===== src/rtl/pcpi_div_arbiter.sv =====
// Round-robin arbiter sharing one PCPI divider among NREQ requesters.
// One operation in flight; results return tagged with the requester index.
module pcpi_div_arbiter #(
  parameter int unsigned NREQ     = 4,
  parameter int unsigned IDW      = $clog2(NREQ),
  parameter int unsigned CLAIM_TO = 4
) (
  input  logic                 clk,
  input  logic                 reset,
  input  logic [NREQ-1:0]      req_valid,
  input  logic [NREQ*32-1:0]   req_insn,
  input  logic [NREQ*32-1:0]   req_rs1,
  input  logic [NREQ*32-1:0]   req_rs2,
  output logic [NREQ-1:0]      req_ack,
  output logic                 rsp_valid,
  output logic [IDW-1:0]       rsp_id,
  output logic [31:0]          rsp_data,
  output logic                 rsp_err,
  output logic                 div_resetn,
  output logic                 pcpi_valid,
  output logic [31:0]          pcpi_insn,
  output logic [31:0]          pcpi_rs1,
  output logic [31:0]          pcpi_rs2,
  input  logic                 pcpi_wr,
  input  logic [31:0]          pcpi_rd,
  input  logic                 pcpi_wait,
  input  logic                 pcpi_ready
);

  localparam int unsigned CW = $clog2(CLAIM_TO + 1);

  typedef enum logic [1:0] {
    IDLE  = 2'd0,
    ISSUE = 2'd1,
    GAP   = 2'd2
  } state_t;

  state_t         state_q, state_d;
  logic [IDW-1:0] rr_ptr_q, rr_ptr_d;
  logic [IDW-1:0] id_q, id_d;
  logic [CW-1:0]  claim_cnt_q, claim_cnt_d;
  logic           claimed_q, claimed_d;
  logic           pcpi_valid_q, pcpi_valid_d;
  logic [31:0]    pcpi_insn_q, pcpi_insn_d;
  logic [31:0]    pcpi_rs1_q, pcpi_rs1_d;
  logic [31:0]    pcpi_rs2_q, pcpi_rs2_d;
  logic           rsp_valid_q, rsp_valid_d;
  logic [IDW-1:0] rsp_id_q, rsp_id_d;
  logic [31:0]    rsp_data_q, rsp_data_d;
  logic           rsp_err_q, rsp_err_d;

  logic           gnt_any;
  logic [IDW-1:0] gnt_id;
  logic [31:0]    slot_insn [NREQ];
  logic [31:0]    slot_rs1  [NREQ];
  logic [31:0]    slot_rs2  [NREQ];

  for (genvar gi = 0; gi < NREQ; gi++) begin : g_slot
    assign slot_insn[gi] = req_insn[32*gi +: 32];
    assign slot_rs1[gi]  = req_rs1[32*gi +: 32];
    assign slot_rs2[gi]  = req_rs2[32*gi +: 32];
  end

  // First valid request scanning upward from rr_ptr, wrapping at NREQ.
  always_comb begin
    int unsigned idx;
    idx     = 0;
    gnt_any = 1'b0;
    gnt_id  = '0;
    for (int unsigned k = 0; k < NREQ; k++) begin
      idx = (32'(rr_ptr_q) + k) % NREQ;
      if (!gnt_any && req_valid[IDW'(idx)]) begin
        gnt_any = 1'b1;
        gnt_id  = IDW'(idx);
      end
    end
  end

  always_comb begin
    req_ack = '0;
    if (state_q == IDLE && gnt_any && !reset) req_ack[gnt_id] = 1'b1;
  end

  always_comb begin
    state_d      = state_q;
    rr_ptr_d     = rr_ptr_q;
    id_d         = id_q;
    claim_cnt_d  = claim_cnt_q;
    claimed_d    = claimed_q;
    pcpi_valid_d = pcpi_valid_q;
    pcpi_insn_d  = pcpi_insn_q;
    pcpi_rs1_d   = pcpi_rs1_q;
    pcpi_rs2_d   = pcpi_rs2_q;
    rsp_valid_d  = 1'b0;
    rsp_id_d     = '0;
    rsp_data_d   = '0;
    rsp_err_d    = 1'b0;

    case (state_q)
      IDLE: begin
        if (gnt_any) begin
          id_d         = gnt_id;
          pcpi_insn_d  = slot_insn[gnt_id];
          pcpi_rs1_d   = slot_rs1[gnt_id];
          pcpi_rs2_d   = slot_rs2[gnt_id];
          pcpi_valid_d = 1'b1;
          claim_cnt_d  = '0;
          claimed_d    = 1'b0;
          rr_ptr_d     = (gnt_id == IDW'(NREQ - 1)) ? '0 : gnt_id + IDW'(1);
          state_d      = ISSUE;
        end
      end
      ISSUE: begin
        // Claim counter freezes once the divider has raised pcpi_wait.
        if (pcpi_wait) begin
          claimed_d = 1'b1;
        end else if (!claimed_q && claim_cnt_q != CW'(CLAIM_TO)) begin
          claim_cnt_d = claim_cnt_q + CW'(1);
        end
        if (pcpi_ready) begin
          rsp_valid_d  = 1'b1;
          rsp_id_d     = id_q;
          rsp_data_d   = pcpi_wr ? pcpi_rd : 32'd0;
          pcpi_valid_d = 1'b0;
          state_d      = GAP;
        end else if (!claimed_q && !pcpi_wait && claim_cnt_q == CW'(CLAIM_TO)) begin
          rsp_valid_d  = 1'b1;
          rsp_id_d     = id_q;
          rsp_err_d    = 1'b1;
          pcpi_valid_d = 1'b0;
          state_d      = GAP;
        end
      end
      GAP: begin
        state_d = IDLE;
      end
      default: begin
        state_d      = IDLE;
        pcpi_valid_d = 1'b0;
      end
    endcase
  end

  always_ff @(posedge clk) begin
    if (reset) begin
      state_q      <= IDLE;
      rr_ptr_q     <= '0;
      id_q         <= '0;
      claim_cnt_q  <= '0;
      claimed_q    <= 1'b0;
      pcpi_valid_q <= 1'b0;
      pcpi_insn_q  <= '0;
      pcpi_rs1_q   <= '0;
      pcpi_rs2_q   <= '0;
      rsp_valid_q  <= 1'b0;
      rsp_id_q     <= '0;
      rsp_data_q   <= '0;
      rsp_err_q    <= 1'b0;
    end else begin
      state_q      <= state_d;
      rr_ptr_q     <= rr_ptr_d;
      id_q         <= id_d;
      claim_cnt_q  <= claim_cnt_d;
      claimed_q    <= claimed_d;
      pcpi_valid_q <= pcpi_valid_d;
      pcpi_insn_q  <= pcpi_insn_d;
      pcpi_rs1_q   <= pcpi_rs1_d;
      pcpi_rs2_q   <= pcpi_rs2_d;
      rsp_valid_q  <= rsp_valid_d;
      rsp_id_q     <= rsp_id_d;
      rsp_data_q   <= rsp_data_d;
      rsp_err_q    <= rsp_err_d;
    end
  end

  assign div_resetn = ~reset;
  assign pcpi_valid = pcpi_valid_q;
  assign pcpi_insn  = pcpi_insn_q;
  assign pcpi_rs1   = pcpi_rs1_q;
  assign pcpi_rs2   = pcpi_rs2_q;
  assign rsp_valid  = rsp_valid_q;
  assign rsp_id     = rsp_id_q;
  assign rsp_data   = rsp_data_q;
  assign rsp_err    = rsp_err_q;

endmodule

===== config.mk =====
export PLATFORM = sky130hd
export DESIGN_NAME = pcpi_div_arbiter
export DESIGN_NICKNAME = d
export VERILOG_FILES = /design/src/rtl/pcpi_div_arbiter.sv
export SDC_FILE = /design/constraint.sdc
export NUM_CORES = 1
export LEC_CHECK = 0
export BUFFER_PORTS_ARGS = -buffer_cell sky130_fd_sc_hd__buf_2
export CAP_MARGIN = 20
export CORE_AREA = 2 2 219 221
export DETAILED_ROUTE_END_ITERATION = 7
export DIE_AREA = 0 0 221 223
export PLACE_DENSITY = 0.49
export SETUP_SLACK_MARGIN = 0.5
export SYNTH_ARGS = -nofsm -noshare
export SYNTH_HDL_FRONTEND = slang
export SYNTH_SLANG_ARGS = --single-unit

===== constraint.sdc =====
create_clock -name clk -period 2.49 [get_ports clk]
set_input_delay 0.1245 -clock clk [delete_from_list [all_inputs] [get_ports clk]]
set_output_delay 0.1245 -clock clk [all_outputs]
set_load 0.01 [all_outputs]

==> results of run 1 <==
-- through the flow --
step	setup slack, ns	hold WS (ns)	cells	utilization
after floorplan	0.501	0.196	753	-
after global placement	0.163	0.324	1883	0.227
after detailed placement	0.127	0.328	1883	0.227
after CTS	0.410	0.0000808	2317	0.330
after global routing	0.373	-0.000186	2330	0.335
final	0.449	0.0235	2332	0.335
-- critical path, cell delays in order, from the launching register on --
cell     delay (ns)
dfxtp_4        0.40
nor2b_4        0.06
o32a_4         0.41
buf_16         0.15
ha_4           0.14
and3_4         0.17
buf_6          0.12
-- cells in the final DEF (no fill, tap or decap), types with 3 or more instances in the layout --
| cell type | instances |
|---|---|
| diode_2 | 7 |
| o211ai_1 | 19 |
| a21oi_1 | 5 |
| mux2i_1 | 155 |
| dfxtp_1 | 139 |
| o221ai_2 | 9 |
| a22oi_1 | 14 |
| nor3b_1 | 21 |
| a32o_1 | 14 |
| dlygate4sd3_1 | 379 |
| clkbuf_16 | 20 |
| buf_6 | 6 |
| nand2_1 | 90 |
| bufinv_16 | 3 |
| inv_1 | 6 |
| buf_12 | 5 |
| and3_1 | 4 |
| buf_8 | 4 |
| buf_16 | 3 |
| inv_8 | 4 |
| buf_2 | 560 |
| o221ai_1 | 54 |
| nor2_4 | 3 |
| inv_6 | 3 |
| o21ai_1 | 11 |
| o21ai_0 | 27 |
| nor2_1 | 9 |
| and2_1 | 55 |
| buf_4 | 32 |
-- sequential cells by signal (all words and copies together), names as in the netlist --
signal and cells:
claim_cnt_q 3, rsp_err 1, state_q 2, rsp_valid 1, rsp_data 32, rsp_id 2, claimed_q 1, id_q 2
pcpi_insn 32, pcpi_rs2 32, pcpi_valid 1, pcpi_rs1 32, rr_ptr_q 2
-- per-layer routing --
layer,routed length (microns),vias to the layer above
li1,-,4694
met1,15600,4820
met2,21000,588
met3,2930,145
met4,2120,0
met5,0,-
-- final cells by class --
cell class | instances | area (sq um)
fill | 4673 | 31300
timing repair buffer | 994 | 7290
multi-input combinational | 536 | 4210
sequential | 143 | 2870
tap | 615 | 769
clock buffer | 17 | 425
clock inverter | 14 | 203
inverter | 6 | 22.5
antenna | 7 | 17.5
-- power groups by stage --
stage	registers [mW]	clock network, mW	logic [mW]
floorplan	3.01	0	1.32
global placement	2.88	0	2.60
detailed placement	2.88	0	2.63
finish	2.85	2.83	3.58
global route	2.89	3.02	3.83
CTS	2.84	2.96	3.41
-- how the worst max path moves through the flow --
stage	to	depth (start not counted)	slack (ns)
3_3_place_gp	pcpi_insn[30]	6	0.16
6_report	req_ack[3]	6	0.45
4_1_cts	req_ack[3]	7	0.41
5_1_grt	req_ack[3]	7	0.37
2_1_floorplan	pcpi_insn[19]	8	0.50
3_5_place_dp	pcpi_insn[30]	6	0.13
-- kinds of logic (layout without fill, tap and decap cells) --
logic type               after synthesis  in the layout  share of synthesized area
AO/OA/AOI/OAI                        166            166                      0.174
XOR/XNOR                               2              2                    0.00244
adder cells (fa/ha/maj)                3              3                    0.00522
buffers and inverters                 74           1031                     0.0496
flip-flops                           143            143                      0.398
multiplexers                         159            159                      0.221
other                                  0              7                          0
AND/OR/NAND/NOR                      206            206                      0.149
-- timing repair --
| action | CTS | global route |
|---|---|---|
| pin swaps | 9 | 5 |
| gates resized for setup | 43 | 32 |
| hold endpoints to repair | 136 | 0 |
| gates cloned | 3 | 3 |
| hold buffers | 379 | 0 |
| setup endpoints to repair | 84 | 89 |
| buffers inserted | 21 | 5 |
==> summary.md, run 1 <==
| Metric | Value |
|---|---|
| Most common cell in the netlist | `mux2i_1` |
| Sequential element share of the synthesized area | `0.398` |
| Post-synth top area share | `0.398` |
| WHS Path Cells | `4` |
| Setup violators final | `0` |
| Met1 GRT Util | `0.167` |
| Tot GR Track Use | `0.162` |
| Slew @ Worst Pin | `0.831 ns` |
| Tmin final | `~2.0 ns` |
| Drc violations | `0` |
| Syn Inst Count | `753` |
| P_sw | `3.14 mW` |
| Critical Path RT | `2.37 ns` |
| Initial antenna violation count | `6` |
| Synth async-reset ratio | `0` |
| Worst setup EP type | `output pin` |
| Sum Neg Setup Slack | `0 ns` |
| TritonCTS clock tree | `done` |
| Hold WC Path Type | `in2reg` |
| #FFs+latches synth | `143` |
| Final Hold Fails | `0` |
| Clock share of power | `0.305` |
| Placed inst area | `roughly 0.011 sq mm` |
| Total die area | `roughly 0.049 sq mm` |
| H-tree level count | `4` |
| Crit-path max FO | `5` |
| Routed vias | `10200` |
| Worst reg2reg setup slack | `0.53 ns` |
| Synth Area per Inst | `9.55 sq um` |
| Flop pwr share | `0.308` |
| Reg2reg path depth | `7` |
| Initial drt markers | `436` |
| Area growth syn-to-layout | `120%` |
| Worst Hold Endpoint | `pcpi_rs2[5]` |
| CTS Buf Count | `17` |
| Fraction of layout cells with a size suffix above 1 | `0.402` |
| Pin count of the biggest net entering global routing | `between 50 and 60` |
| Buffer depth of the longest clock path | `2` |
| DR vias/cell | `4.39` |
| Routed wire per std cell | `17.9 microns` |
| Design area | `~0.016 sq mm` |
| Critical Path AT | `1.92 ns` |
| Final WL | `41600 microns` |
| Comb power frac | `0.387` |
| Global-route wire length before repair | `61200 microns` |
| Io pins | `about 560` |
| Slew HR | `0.446` |
| Max Slew Vio Count | `0` |
| Die span in x | `221 microns` |
| Grt total ovfl | `0` |
| Gp weighted congestion | `roughly 0.78` |
| Synth top area cells | `dfxtp_1 (40%), mux2i_1 (22%), o221ai_1 (7.7%), and2_1 (4.8%), nand2_1 (4.7%)` |
| Worst reg2reg endpoint | `pcpi_rs1[10]` |
| Period utilization | `0.820` |
| GR peak layer | `met2` |
| Vias in the first global route | `roughly 11000` |
| Synth unique cells | `43` |
| Worst hold start | `req_rs2[69]` |
| Starting Density | `0.153` |
| PD cells | `586 mW/mm^2` |
| Yosys warns | `0` |
| CP startpoint kind | `flop` |
| FMAX | `between 400 and 500 MHz` |
| Post-layout nets | `2126` |
| Number of buffers added on ports | `562` |
| Synth Cell Area | `0.00719 sq mm` |
| Routed Antenna Nets | `0` |
| CORE AREA | `between 0.04 and 0.05 sq mm` |
| Clock Skews | `0.0148 ns` |
| Critical Path Start | `rr_ptr_q[0]` |
| Worst r2r src | `rr_ptr_q[1]` |
| Kind of critical path | `reg2out` |
| Top cells by count, synth | `mux2i_1 (159), dfxtp_1 (143), nand2_1 (90)` |
| CTS Root Cell | `clkbuf_16` |
| VDD IR max | `0.723 mV` |
| Met3 Track Usage GR | `0.0511` |
| Rows | `80` |
| Clock sinks | `143` |
| Largest area contributor in the netlist | `dfxtp_1` |
| Drt first pass iters | `5` |
| Max-cap violation count | `0` |
| Worst-path clk slew | `0.07 ns` |
| Status | `complete, no violations` |
| RSZ-0062 raised after global routing | `true` |
| Global-route met2 utilization | `0.284` |
| Leak pwr | `7.28 nW` |
| Worst-Skew Late Latency | `0.47 ns` |
| Mapped Nets | `around 1200` |
| Die Y | `223 microns` |
| Total Power | `9.26 mW` |
| Top FF cell, synth | `dfxtp_1` |
| Power Internal | `6.12 mW` |
| Post-synth EDFFs | `0` |
| Hpwl dp | `25200 microns` |
| Sw Share | `0.339` |
Note: power is estimated with default switching activity, not from simulation.
==> run 2, diff against run 1 <==
CORE_AREA = 2 2 217 219   (was 2 2 219 221)
DIE_AREA = 0 0 219 221   (was 0 0 221 223)
PLACE_DENSITY = 0.51   (was 0.49)
clock period = 1.8 ns   (was 2.49 ns; I/O delays follow)
==> run 2 against run 1 <==
- the run now ends with setup timing left
- sequential power grew 40%
- sequential share of layout area shrank 1.5 points
- via count grew 3.2%
- register-to-register slack lost 0.77 ns
- worst setup slack lost 0.69 ns
- first-iteration DRC count grew 1.1%
- global-route usage grew 1.9 points
- clock power grew 25%
==> summary.md, run 2 (same netlist as run 1, synthesis figures left out) <==
| Metric | Value |
|---|---|
| Most common cell after layout, fill and taps aside | `buf_2` |
| Highest-count cells in the layout ignoring fill and taps | `buf_2 (558), dlygate4sd3_1 (381), mux2i_1 (149)` |
| Worst setup EP type | `output pin` |
| GR peak layer | `met2` |
| Worst-Skew Late Latency | `0.48 ns` |
| Grt total ovfl | `0` |
| Worst reg2reg endpoint | `pcpi_insn[13]` |
| Drc violations | `0` |
| Starting Density | `0.156` |
| Total die area | `0.0484 sq mm` |
| Clock sinks | `143` |
| DR vias/cell | `between 4 and 5` |
| Routed wire per std cell | `between 15 and 20 microns` |
| Kind of critical path | `reg2out` |
| PD cells | `around 780 mW/mm^2` |
| CORE AREA | `between 0.04 and 0.05 sq mm` |
| CTS Root Cell | `clkbuf_16` |
| Failing checks | `setup timing` |
| Met3 Track Usage GR | `0.0531` |
| Pin count of the biggest net entering global routing | `48` |
| Number of buffers added on ports | `562` |
| Total Power | `13.4 mW` |
| Top cell by count, worst path | `buf_6` |
| Routed Antenna Nets | `0` |
| RSZ-0062 raised after global routing | `true` |
| Max-cap violation count | `0` |
| Crit-path max FO | `5` |
| CTS Buf Count | `17` |
| Leak pwr | `7.93 nW` |
| Global-route wire length before repair | `65200 microns` |
| Met1 GRT Util | `0.184` |
| Worst path max stage delay | `0.48 ns` |
| Worst Hold Endpoint | `pcpi_rs2[27]` |
| VDD IR max | `~0.41 mV` |
| Worst reg2reg setup slack | `-0.24 ns` |
| DP Cell Count | `between 1500 and 2000` |
| TritonCTS clock tree | `done` |
| Hold WC Path Type | `in2reg` |
| Global-route met2 utilization | `0.325` |
| Tmin final | `2.05 ns` |
| Area growth syn-to-layout | `140%` |
| Max Slew Vio Count | `0` |
| Vias in the first global route | `approximately 11000` |
| Worst r2r src | `state_q[1]` |
| Worst-path clk slew | `approximately 0.070 ns` |
| Buffer depth of the longest clock path | `2` |
| Critical Path AT | `between 1.5 and 2 ns` |
| Setup violators final | `94` |
| Finished Layout Cells | `2396` |
| Post-layout nets | `2202` |
| Critical Path RT | `1.71 ns` |
| Die span in x | `219 microns` |
| Status | `complete, but fails checks` |
| Slew @ Worst Pin | `1.09 ns` |
| Reg2reg path depth | `7` |
| CP Cell Sequence | `and4b_1, or4_4, buf_6, and3_4, buf_6` |
| Rows | `79` |
| Crit-path slowest cell | `or4_4` |
| Io pins | `563` |
| Period utilization | `1.14` |
| Final WL | `46800 microns` |
| Die Y | `about 220 microns` |
| Clock Skews | `0.00801 ns` |
| Worst hold start | `req_rs2[59]` |
| FMAX | `489 MHz` |
| Fraction of layout cells with a size suffix above 1 | `0.476` |
| Slew HR | `0.275` |
| Drt first pass iters | `7` |
| Hpwl dp | `26700 microns` |
| Routed vias | `10600` |
| Fillers | `4426` |
| CP startpoint kind | `flop` |
| Post-route setup slack | `-0.245 ns` |
| Gp weighted congestion | `0.900` |
| H-tree level count | `4` |
| WHS Path Cells | `4` |
| Final Hold Fails | `0` |
| Initial drt markers | `441` |
| Initial antenna violation count | `5` |
| Tot GR Track Use | `0.181` |
| Sum Neg Setup Slack | `-14.69 ns` |
==> run 2: where the power goes <==
part	switching, mW	internal (mW)	leakage [nW]
combinational	2.69	3.21	6.49
clock	1.59	1.93	0.267
sequential	0.312	3.66	1.18
total	4.60	8.81	7.93
==> run 2: per-layer routing <==
metal	part of all wire	vias to the layer above
met5	0	-
met4	0.051	0
met3	0.076	166
met2	0.50	641
met1	0.37	4919
li1	-	4850
==> run 2: worst max-delay path by stage <==
| stage | from | to |
|---|---|---|
| after floorplan | state_q[0] | pcpi_insn[19] |
| after detailed placement | rr_ptr_q[0] | pcpi_rs2[14] |
| after global routing | rr_ptr_q[0] | req_ack[2] |
| after CTS | rr_ptr_q[0] | req_ack[0] |
| after global placement | rr_ptr_q[0] | pcpi_rs2[14] |
| final | rr_ptr_q[0] | req_ack[0] |
==> run 2: final cells by class <==
| type | instances | area [sq um] | area share |
|---|---|---|---|
| Antenna cell | 3 | 7.51 | 0.000434 |
| Clock buffer | 19 | 443 | 0.0256 |
| Clock inverter | 12 | 114 | 0.00659 |
| Inverter | 6 | 22.5 | 0.00130 |
| Multi-Input combinational cell | 536 | 4610 | 0.267 |
| Sequential cell | 143 | 2880 | 0.166 |
| Tap cell | 607 | 759 | 0.0440 |
| Timing Repair Buffer | 1070 | 8450 | 0.489 |
==> run 2: through the flow <==
stage	hold WS, ns	util	worst slack, ns	area [sq um]
floorplan	0.162	-	-0.170	7310
global placement	0.289	0.242	-0.117	11200
detailed placement	0.294	0.242	-0.203	11200
CTS	0.00115	0.357	-0.305	16500
global route	0.0204	0.375	-0.328	17300
finish	0.0409	0.375	-0.245	17300
==> run 2: repair_timing <==
action | 4_1_cts | 5_1_grt
setup buffers | 17 | 21
hold buffers | 381 | 0
endpoints found under the hold margin | 138 | 0
cloned | 19 | 3
pin swaps | 26 | 61
gates resized for setup | 61 | 125
setup endpoints to repair | 146 | 142
==> run 2: critical path, delay by kind of cell, from the launching register on <==
kind                   cells  cell delay (ns)
buffers and inverters      2             0.25
flip-flops                 1             0.38
AND/OR/NAND/NOR            3             0.86
==> run 3, diff against run 2 <==
CORE_AREA = 2 2 219 221   (was 2 2 217 219)
DIE_AREA = 0 0 221 223   (was 0 0 219 221)
PLACE_DENSITY = 0.49   (was 0.51)
clock period = 2.35 ns   (was 1.8 ns; I/O delays follow)
==> run 3 against run 2 <==
- the run now ends clean
- core utilization down 1.3 points
- non-clock buffer count down 39
- register-to-register slack gained 0.48 ns
- die area grew 1.8%
- critical path depth stayed put
- global-route usage fell by 0.11 points
- total power decreased by 22%
- first-iteration DRC count fell by 5.0%
- critical endpoint unchanged
- largest cell class unchanged
==> summary.md, run 3 (same netlist as run 1, synthesis figures left out) <==
| Metric | Value |
|---|---|
| CTS Buf Count | `17` |
| TritonCTS clock tree | `done` |
| Rows | `80` |
| PD cells | `roughly 600 mW/mm^2` |
| Hpwl dp | `26800 microns` |
| Fraction of layout cells with a size suffix above 1 | `0.459` |
| Critical Path AT | `~2.0 ns` |
| Fillers | `4478` |
| Grt total ovfl | `0` |
| Slew HR | `0.437` |
| Global-route wire length before repair | `between 60000 and 70000 microns` |
| Drc violations | `0` |
| Drt first pass iters | `4` |
| Status | `complete, no violations` |
| CTS Root Cell | `clkbuf_16` |
| Total Power | `10.5 mW` |
| Worst setup EP type | `output pin` |
| Sum Neg Setup Slack | `0 ns` |
| Die span in x | `221 microns` |
| Routed vias | `between 10000 and 15000` |
| Number of buffers added on ports | `562` |
| Area growth syn-to-layout | `137%` |
| Placed inst area | `0.0108 sq mm` |
| GR peak layer | `met2` |
| Slew @ Worst Pin | `0.836 ns` |
| Tmin final | `between 2 and 2.5 ns` |
| Most common cell after layout, fill and taps aside | `buf_2` |
| Max Slew Vio Count | `0` |
| Starting Density | `0.153` |
| FMAX | `470 MHz` |
| DR vias/cell | `4.36` |
| Initial antenna violation count | `2` |
| Routed Antenna Nets | `0` |
| Vias in the first global route | `11300` |
| WHS | `0.0287 ns` |
| CP startpoint kind | `flop` |
| Crit-path max FO | `8` |
| Initial drt markers | `419` |
| H-tree level count | `4` |
| Setup violators final | `0` |
| Global-route met2 utilization | `0.315` |
| CORE AREA | `around 0.047 sq mm` |
| Die Y | `223 microns` |
| Clock Skews | `0.00932 ns` |
| Leak pwr | `7.74 nW` |
| Total die area | `0.0493 sq mm` |
| Tot GR Track Use | `0.180` |
| Critical Path RT | `2.23 ns` |
| Clock sinks | `143` |
| Post-layout nets | `2163` |
| Final WL | `46300 microns` |
| Period utilization | `0.905` |
| Post-layout util | `0.362` |
| Kind of critical path | `reg2out` |
| RSZ-0062 raised after global routing | `true` |
| Multi-input logic area | `0.00469 sq mm` |
| Final Hold Fails | `0` |
| Max-cap violation count | `0` |
| Design area | `roughly 0.017 sq mm` |
| Routed wire per std cell | `approximately 20 microns` |
| Met1 GRT Util | `0.192` |
| Io pins | `563` |
| VDD IR max | `0.519 mV` |
| Seq. cell area | `about 0.0029 sq mm` |
| Highest-count cells in the layout ignoring fill and taps | `buf_2 (559), dlygate4sd3_1 (376), mux2i_1 (144)` |
| Gp weighted congestion | `0.902` |
| Pin count of the biggest net entering global routing | `51` |
| Hold WC Path Type | `in2reg` |
| Worst-Skew Late Latency | `~0.47 ns` |
| Met3 Track Usage GR | `0.0535` |
| Worst-path clk slew | `0.06 ns` |
| Buffer depth of the longest clock path | `2` |
run 3: cell types whose count changed in the layout (fill, tap and decap cells not counted), sizes merged:
cell / change
dlygate4sd3: -5
clkinv: -3
bufbuf: -3
bufinv: +1
buf: -31
inv: +2
run 3: routing by layer:
metal / routed length (microns) / up-vias
li1: - / 4781
met1: 17500 / 4806
met2: 22500 / 565
met3: 3560 / 148
met4: 2640 / 0
met5: 0 / -
run 3: path summary, 6_finish.rpt:
kind	start	to	slack [ns]	depth (start not counted)
hold / removal	req_insn[22]	pcpi_insn[22]	0.03	3
setup reg to reg	state_q[0]	pcpi_rs1[28]	0.24	7
setup / recovery	rr_ptr_q[0]	req_ack[0]	0.22	5
hold reg to reg	id_q[0]	id_q[0]	0.45	2
run 3: per-stage QoR:
| stage | cells | setup WS (ns) |
|---|---|---|
| 2_1_floorplan | 753 | 0.380 |
| 3_3_place_gp | 1894 | 0.273 |
| 3_5_place_dp | 1894 | 0.258 |
| 4_1_cts | 2346 | 0.178 |
| 5_1_grt | 2363 | 0.153 |
| 6_report | 2365 | 0.223 |
run 3: area by class of cell:
cell class / instances / share of cell area
antenna: 3 / 0.000440
clock buffer: 19 / 0.0260
clock inverter: 12 / 0.00778
inverter: 6 / 0.00132
multi-input combinational: 536 / 0.275
sequential: 143 / 0.168
tap: 615 / 0.0451
timing repair buffer: 1031 / 0.476
run 3: where the power goes:
part	internal (mW)	switching [mW]
sequential	2.81	0.221
clock	1.59	1.23
combinational	2.44	2.17
total	6.83	3.63
run 3: repair_timing:
action | CTS | global route
pin swaps | 59 | 24
setup endpoints to repair | 100 | 103
resized for setup | 135 | 62
setup buffers | 27 | 13
cloned | 18 | 3
hold buffers | 376 | 0
endpoints found under the hold margin | 135 | 0
run 3: worst max-delay path: stages, from the launching register on:
cell and delay [ns]:
dfxtp_4 0.39, and4b_1 0.21, or4_4 0.51, buf_8 0.14, and3_4 0.17, buf_6 0.12
